### src/rtl/mac_pkg.sv
// mac_pkg: shared state encoding and widths for the dot-product MAC sequencer
package mac_pkg;
  localparam int OP_W = 8;
  localparam int DEF_ACC_W = 17;
  typedef enum logic [1:0] {IDLE, RUN, DRAIN, DONE} state_t;
endpackage

### src/rtl/mac_dp.sv
// mac_dp: registered 8x8 product stage feeding a wrapping accumulator with sticky carry
module mac_dp
  import mac_pkg::*;
#(
  parameter int ACC_W = DEF_ACC_W
) (
  input  logic             clk,
  input  logic             reset,
  input  logic             clr,
  input  logic             prod_en,
  input  logic [OP_W-1:0]  op_a,
  input  logic [OP_W-1:0]  op_b,
  output logic [ACC_W-1:0] acc,
  output logic             ovf
);
  logic [2*OP_W-1:0] prod_q;
  logic              prod_v;
  logic [ACC_W:0]    sum;
  assign sum = {1'b0, acc} + (ACC_W+1)'(prod_q);
  always_ff @(posedge clk) begin
    if (reset) begin
      prod_q <= '0;
      prod_v <= 1'b0;
      acc    <= '0;
      ovf    <= 1'b0;
    end else begin
      prod_v <= prod_en;
      if (prod_en) prod_q <= op_a * op_b;
      if (clr) begin
        acc <= '0;
        ovf <= 1'b0;
      end else if (prod_v) begin
        acc <= sum[ACC_W-1:0];
        ovf <= ovf | sum[ACC_W];
      end
    end
  end
endmodule

### src/rtl/mac_dot_ctrl.sv
// mac_dot_ctrl: job sequencer streaming operand pairs into mac_dp and presenting the sum
module mac_dot_ctrl
  import mac_pkg::*;
#(
  parameter int LEN_W = 4,
  parameter int ACC_W = DEF_ACC_W
) (
  input  logic             clk,
  input  logic             reset,
  input  logic             start,
  input  logic [LEN_W-1:0] len,
  output logic             busy,
  input  logic             op_valid,
  output logic             op_ready,
  input  logic [OP_W-1:0]  op_a,
  input  logic [OP_W-1:0]  op_b,
  output logic             res_valid,
  input  logic             res_ready,
  output logic [ACC_W-1:0] result,
  output logic             ovf
);
  state_t           state;
  logic [LEN_W-1:0] remaining;
  logic             hs;
  logic             clr;
  assign op_ready  = state == RUN;
  assign busy      = state != IDLE;
  assign res_valid = state == DONE;
  assign hs        = op_valid & op_ready;
  assign clr       = (state == IDLE) & start;
  always_ff @(posedge clk) begin
    if (reset) begin
      state     <= IDLE;
      remaining <= '0;
    end else begin
      case (state)
        IDLE: if (start) begin
          state     <= (len != '0) ? RUN : DONE;
          remaining <= len;
        end
        RUN: if (hs) begin
          remaining <= remaining - 1'b1;
          if (remaining == LEN_W'(1)) state <= DRAIN;
        end
        DRAIN: state <= DONE;
        DONE: if (res_ready) state <= IDLE;
        default: state <= IDLE;
      endcase
    end
  end
  mac_dp #(.ACC_W(ACC_W)) u_dp (
    .clk     (clk),
    .reset   (reset),
    .clr     (clr),
    .prod_en (hs),
    .op_a    (op_a),
    .op_b    (op_b),
    .acc     (result),
    .ovf     (ovf)
  );
endmodule

### config.mk
export PLATFORM = sky130hd
export DESIGN_NAME = mac_dot_ctrl
export DESIGN_NICKNAME = d
export VERILOG_FILES = /design/src/rtl/mac_pkg.sv /design/src/rtl/mac_dp.sv /design/src/rtl/mac_dot_ctrl.sv
export SDC_FILE = /design/constraint.sdc
export NUM_CORES = 1
export LEC_CHECK = 0
export CORE_MARGIN = 8
export CORE_UTILIZATION = 59
export DETAILED_ROUTE_END_ITERATION = 6
export GPL_TIMING_DRIVEN = 0
export HOLD_SLACK_MARGIN = 0.06
export PLACE_DENSITY = 0.86
export SYNTH_ARGS = -nofsm -noshare
export SYNTH_HDL_FRONTEND = slang
export SYNTH_SLANG_ARGS = --single-unit
### constraint.sdc
create_clock -name clk -period 5.9 [get_ports clk]
set_input_delay 0.59 -clock clk [delete_from_list [all_inputs] [get_ports clk]]
set_output_delay 0.59 -clock clk [all_outputs]
set_load 0.1 [all_outputs]
== Word-level counts from Yosys, hierarchy flattened ==
Index checks and enable logic that the tools add are counted.

* Memory bits (read-only): 0
* RAM bits: 0
* Output and inout bits: 21
* Logic and storage cells: 36
* Input port bits: 25
* Register bits after elaboration: 41
* Memories kept: 0
* Bits in latches: 0

* Reductions and logical operators: 7
* Bitwise gates (word level): 3
* Muxes and demuxes: 9
* Add/subtract/negate cells: 2
* Divide/modulo/power cells: 0
* Shift operators: 0
* Magnitude comparators: 0
* Multiply operators: 1
* Equal/unequal tests: 8

{| class="wikitable"
|+ Operators with widths
! operator !! count
|-
| $add 17x16->18 || 1
|-
| $mul 8x8->16 || 1
|-
| $mux 2 || 5
|-
| $mux 4 || 2
|-
| $pmux 2 s4 || 1
|-
| $pmux 4 s2 || 1
|-
| $ne 2x1->1 const B || 3
|-
| $eq 2x2->1 const B || 2
|-
| $eq 4x1->1 const B || 1
|-
| $reduce_and 4->1 || 1
|-
| $reduce_bool 2->1 || 2
|-
| $reduce_bool 4->1 || 1
|-
| $sub 4x1->4 const B || 1
|-
| $reduce_and 3->1 || 1
|-
| $and 1x1->1 || 2
|-
| $eq 2x1->1 const B || 1
|-
| $logic_not 2->1 || 1
|-
| $ne 2x2->1 const B || 1
|-
| $reduce_or 2->1 || 1
|-
| $or 1x1->1 || 1
|}

== Logic depth before layout (Yosys ltp) ==
Gate-level depths: netlist of the first run.

* Depth after elaboration: 4
* Depth in mapped cells: 16
* Depth with buffers taken out: 16

== Modules after synthesis ==
Synthesis of the first run repeated with hierarchy kept, for this count alone.

* Cell total of the unflattened synthesis: 540
* Area, all modules: 4,655.7 sq um

{| class="wikitable"
|+ By module, submodules not included
! module !! instances !! seq. area each (sq um) !! area each (sq um) !! cells each
|-
| mac_dp || 1 || 700.7 || 4,132.7 || 480
|-
| mac_dot_ctrl || 1 || 120.1 || 523.0 || 60
|}

== Worst setup path after synthesis of the first run ==
OpenSTA, ideal clock, no wires.

* Path type: input to register
* Start: input port op_a[1]
* End: register u_dp.prod_q[15]
* Arrival time: 4,300 ps
* Setup time: 91 ps
* Stages: 14
* Required time: 5,809 ps
* Path slack: 1,509 ps
* Path through: and2_1 fa_1 fa_1 fa_1 inv_1 fa_1 inv_1 ha_1 o211ai_1 a21oi_1 o211ai_1 a21oi_1 or3_1 a311oi_1

* Word-level cells in the longest chain between the ends: 1

{| class="wikitable"
|+ Ends and longest elaborated chain
! what !! line !! text
|-
| from (decl) || mac_dot_ctrl.sv:15 || <nowiki>input logic [OP_W-1:0] op_a,</nowiki>
|-
| $mul 8x8->16 || mac_dp.sv:28 || <nowiki>if (prod_en) prod_q <= op_a * op_b;</nowiki>
|-
| to (signal assigned) || mac_dp.sv:28 ||
|-
| to (decl) || mac_dp.sv:16 || <nowiki>logic [2*OP_W-1:0] prod_q;</nowiki>
|}

Every way passes these cells.
A chain may end at the register's enable or synchronous reset.

== Final worst setup path of the first run ==
* Start: input port op_a[2]
* End: register u_dp.prod_q[14]

The elaborated chain is that of the path after synthesis.

==> results.yml, run 1 <==
run_status:
  status: "complete, no violations"
synth:
  synthFlopType: "dfxtp_1"
  synth_nets: 646
  yosysMostFrequentCell: "inv_1"
  yosysTopAreaCell: "dfxtp_1"
  syn_area_um2: 4468
  ys_warn_count: 0
  ys_types: 53
  async_reset_ff_share_pct: 0
  synth_edf_count: 0
  postSynthAreaPerCell_um2: 8.511
  ys_seq_elements: 41
  synth_common_cells: "inv_1 (61), ha_1 (59), and2_1 (54)"
  synth_top_area_share_pct: 18.37
  syn_inst: 525
  synth_area_leaders: "dfxtp_1 (18%), fa_1 (17%), ha_1 (17%)"
  synth-seq-area-share_pct: 18.37
die:
  initial_utilization_pct: 61.27
  die_h_um: 103.0
  die_w_um: 103.0
  die-area_um2: 10610
  io_pins: 46
  rows: 31
  coreArea_um2: 7292
detailed_routing:
  wire_per_inst_um: 15.12
  dr.pass1.iters: 5
  wl_met2_um: 5280
  drt_iter0_drc: 184
  vias: 3890
  detail_route.drc_violations: 0
  wl_met3_um: 482
  post_drt_via_cell_ratio: 5.746
  highest_layer: "met4"
  ant_nets: 0
  drt-total-wl_um: 10240
  wl_met1_um: 4365
critical_path:
  critPathMostFrequentCell: "fa_1"
  cp_data_required_time_ps: 6070
  cp_slowest_cell: "clkdlybuf4s50_1"
  crit_path_max_incr_delay_ps: 560
  worstPathArrival_ps: 5210
  critPathCaptureType: "flop"
  start_kind: "input port"
  crit_type: "input port to flop"
  cp_max_fo: 8
  cp_cell_sequence: "clkdlybuf4s50_1, and2_1, fa_1, fa_1, inv_1, fa_1, fa_1, inv_1, ha_1, o21ai_0, o21ai_0, a21oi_1, or3b_2, a31oi_1, a21oi_1"
clock_tree:
  cts_hold_buf: 0
  post_cts_buffers: 0
  cts.sinks: 41
  clk_latency_ps: 300
  cts_max_level: 2
  cts_tree: "built"
  clk_pin_slew_worst_paths_ps: 80
  cts_root_buffer: "clkbuf_8"
  clockBufferDepth: 2
  cts_buffers: 5
  postCtsResizedCells: 0
layout:
  num-fill-cells: 617
  num-nets-final: 698
  area_growth_pct: 15.54
  antennaDiodeCount: 0
  drive_above_1_share_pct: 3.460
  seq_area_um2: 820.8
  multi_input_area_um2: 3376
global_route:
  grt_pass1_vias: 3950
  track_usage_pct: 20.06
  antenna_found_initial: 0
  grt_pass1_wl_um: 17360
  grt_max_degree: 14
  overflow: 0
power_and_ir_drop:
  ir_worst_vdd_mv: 0.1371
  leakage_nw: 2.339
  power_density_nw_per_um2: 291.6
timing:
  fin_setup_tns_ps: 0
  rsz0062_at_grt: "no"
  slew_headroom_pct: 33.91
  finalClockSkew_ps: 8.412
  finalCritPeriodShare_pct: 85.45
  max_freq_mhz: 198.4
  worst_pin_slew_ps: 988.2
  hold_viol: 0
  slew_violations: 0
  fin_ws_ps: 858.4
  layout_min_cycle_time_ps: 5042
  setup_viol: 0
min_path:
  hold_path_class: "flop to flop"
place:
  port_buffers: 45
  place_ws_ps: 621.5
  gp_congestion: 0.9072
  dp_hpwl_um: 8395
flow_run:
  drv_cap: 0
## kinds of logic (layout without fill, tap and decap cells)
group / Yosys count / count (layout) / synth area share (%)
AND/OR/NAND/NOR: 159 / 159 / 18.03
flip-flops: 41 / 41 / 18.37
XOR/XNOR: 18 / 18 / 3.528
multiplexers: 6 / 6 / 1.344
buffers and inverters: 72 / 125 / 6.076
adder cells (fa/ha/maj): 96 / 96 / 33.10
AO/OA/AOI/OAI: 133 / 133 / 19.55
## per-layer routing
metal	track usage, %	up-vias
li1	-	1893
met3	2.836	13
met1	23.51	1868
met5	0	-
met2	37.37	116
met4	4.561	0
## through the flow
| stage | std cells | hold WS (ps) | utilization [%] | instance area (um^2) | power [mW] |
|---|---|---|---|---|---|
| 2_1_floorplan | 525 | 435.6 | - | 4468 | 1.059 |
| 3_3_place_gp | 669 | 446.6 | 69.15 | 5042 | 1.221 |
| 3_5_place_dp | 669 | 457.7 | 69.15 | 5042 | 1.256 |
| 4_1_cts | 677 | 468.5 | 70.80 | 5162 | 1.499 |
| 5_1_grt | 677 | 488.2 | 70.80 | 5162 | 1.641 |
| 6_report | 677 | 467.5 | 70.80 | 5162 | 1.506 |
## power by group
part | leakage, nW | total, mW | internal [mW] | switching, mW
Combinational | 1.95 | 0.912 | 0.362 | 0.550
Sequential | 0.333 | 0.355 | 0.320 | 0.0341
Clock | 0.0574 | 0.239 | 0.138 | 0.101
## path summary, 6_finish.rpt
path,startpoint,endpoint,slack [ps],depth (start not counted)
setup reg to reg,u_dp.acc[0],u_dp.acc[16],3610,9
hold reg to reg,u_dp.acc[13],u_dp.acc[13],470,2
hold / removal,u_dp.acc[13],u_dp.acc[13],470,2
setup / recovery,op_a[2],u_dp.prod_q[14],860,15
## area by class of cell
class,count,share of cell area [%]
Buffer,10,0.7513
Clock buffer,6,1.600
Clock inverter,2,0.7271
Inverter,62,4.508
Multi-Input combinational cell,412,65.39
Sequential cell,41,15.90
Tap cell,99,2.399
Timing Repair Buffer,45,8.725
## cells in the final DEF, fill, tap and decap left out, drive strengths merged, types with 4 or more instances in the layout
cell	n
a211oi	10
a21o	13
a21oi	41
a31oi	6
and2	55
clkbuf	14
clkdlybuf4s50	45
dfxtp	41
fa	37
ha	59
inv	61
mux2i	6
nand2	48
nand2b	4
nand3	5
nor2	26
nor3	8
o211ai	5
o21a	5
o21ai	29
o21bai	5
xnor2	13
xor2	5
## registers in the layout (all words and copies together), names as in the netlist
register and cells:
u_dp.prod_q 16, u_dp.ovf 1, u_dp.acc 17, state 2
u_dp.prod_v 1, remaining 4
## critical path: cells and delay by family
family | cells | cell delay [ps]
buffers and inverters | 3 | 650
adders and majority gates | 5 | 2300
and+or+nand+nor | 2 | 750
AOI/OAI and AO/OA | 5 | 930
Note: power is estimated with default switching activity, not from simulation.
==> run 2, diff against run 1 <==
--- a/config.mk
+++ b/config.mk
@@ -7,10 +7,12 @@
 export LEC_CHECK = 0
 export CORE_MARGIN = 8
 export CORE_UTILIZATION = 59
+export CTS_CLUSTER_SIZE = 40
 export DETAILED_ROUTE_END_ITERATION = 6
 export GPL_TIMING_DRIVEN = 0
 export HOLD_SLACK_MARGIN = 0.06
 export PLACE_DENSITY = 0.86
+export SETUP_SLACK_MARGIN = 0.15
 export SYNTH_ARGS = -nofsm -noshare
 export SYNTH_HDL_FRONTEND = slang
 export SYNTH_SLANG_ARGS = --single-unit
==> results of run 2 <==
Final layout, timing and power as in run 1 (identical DEF).
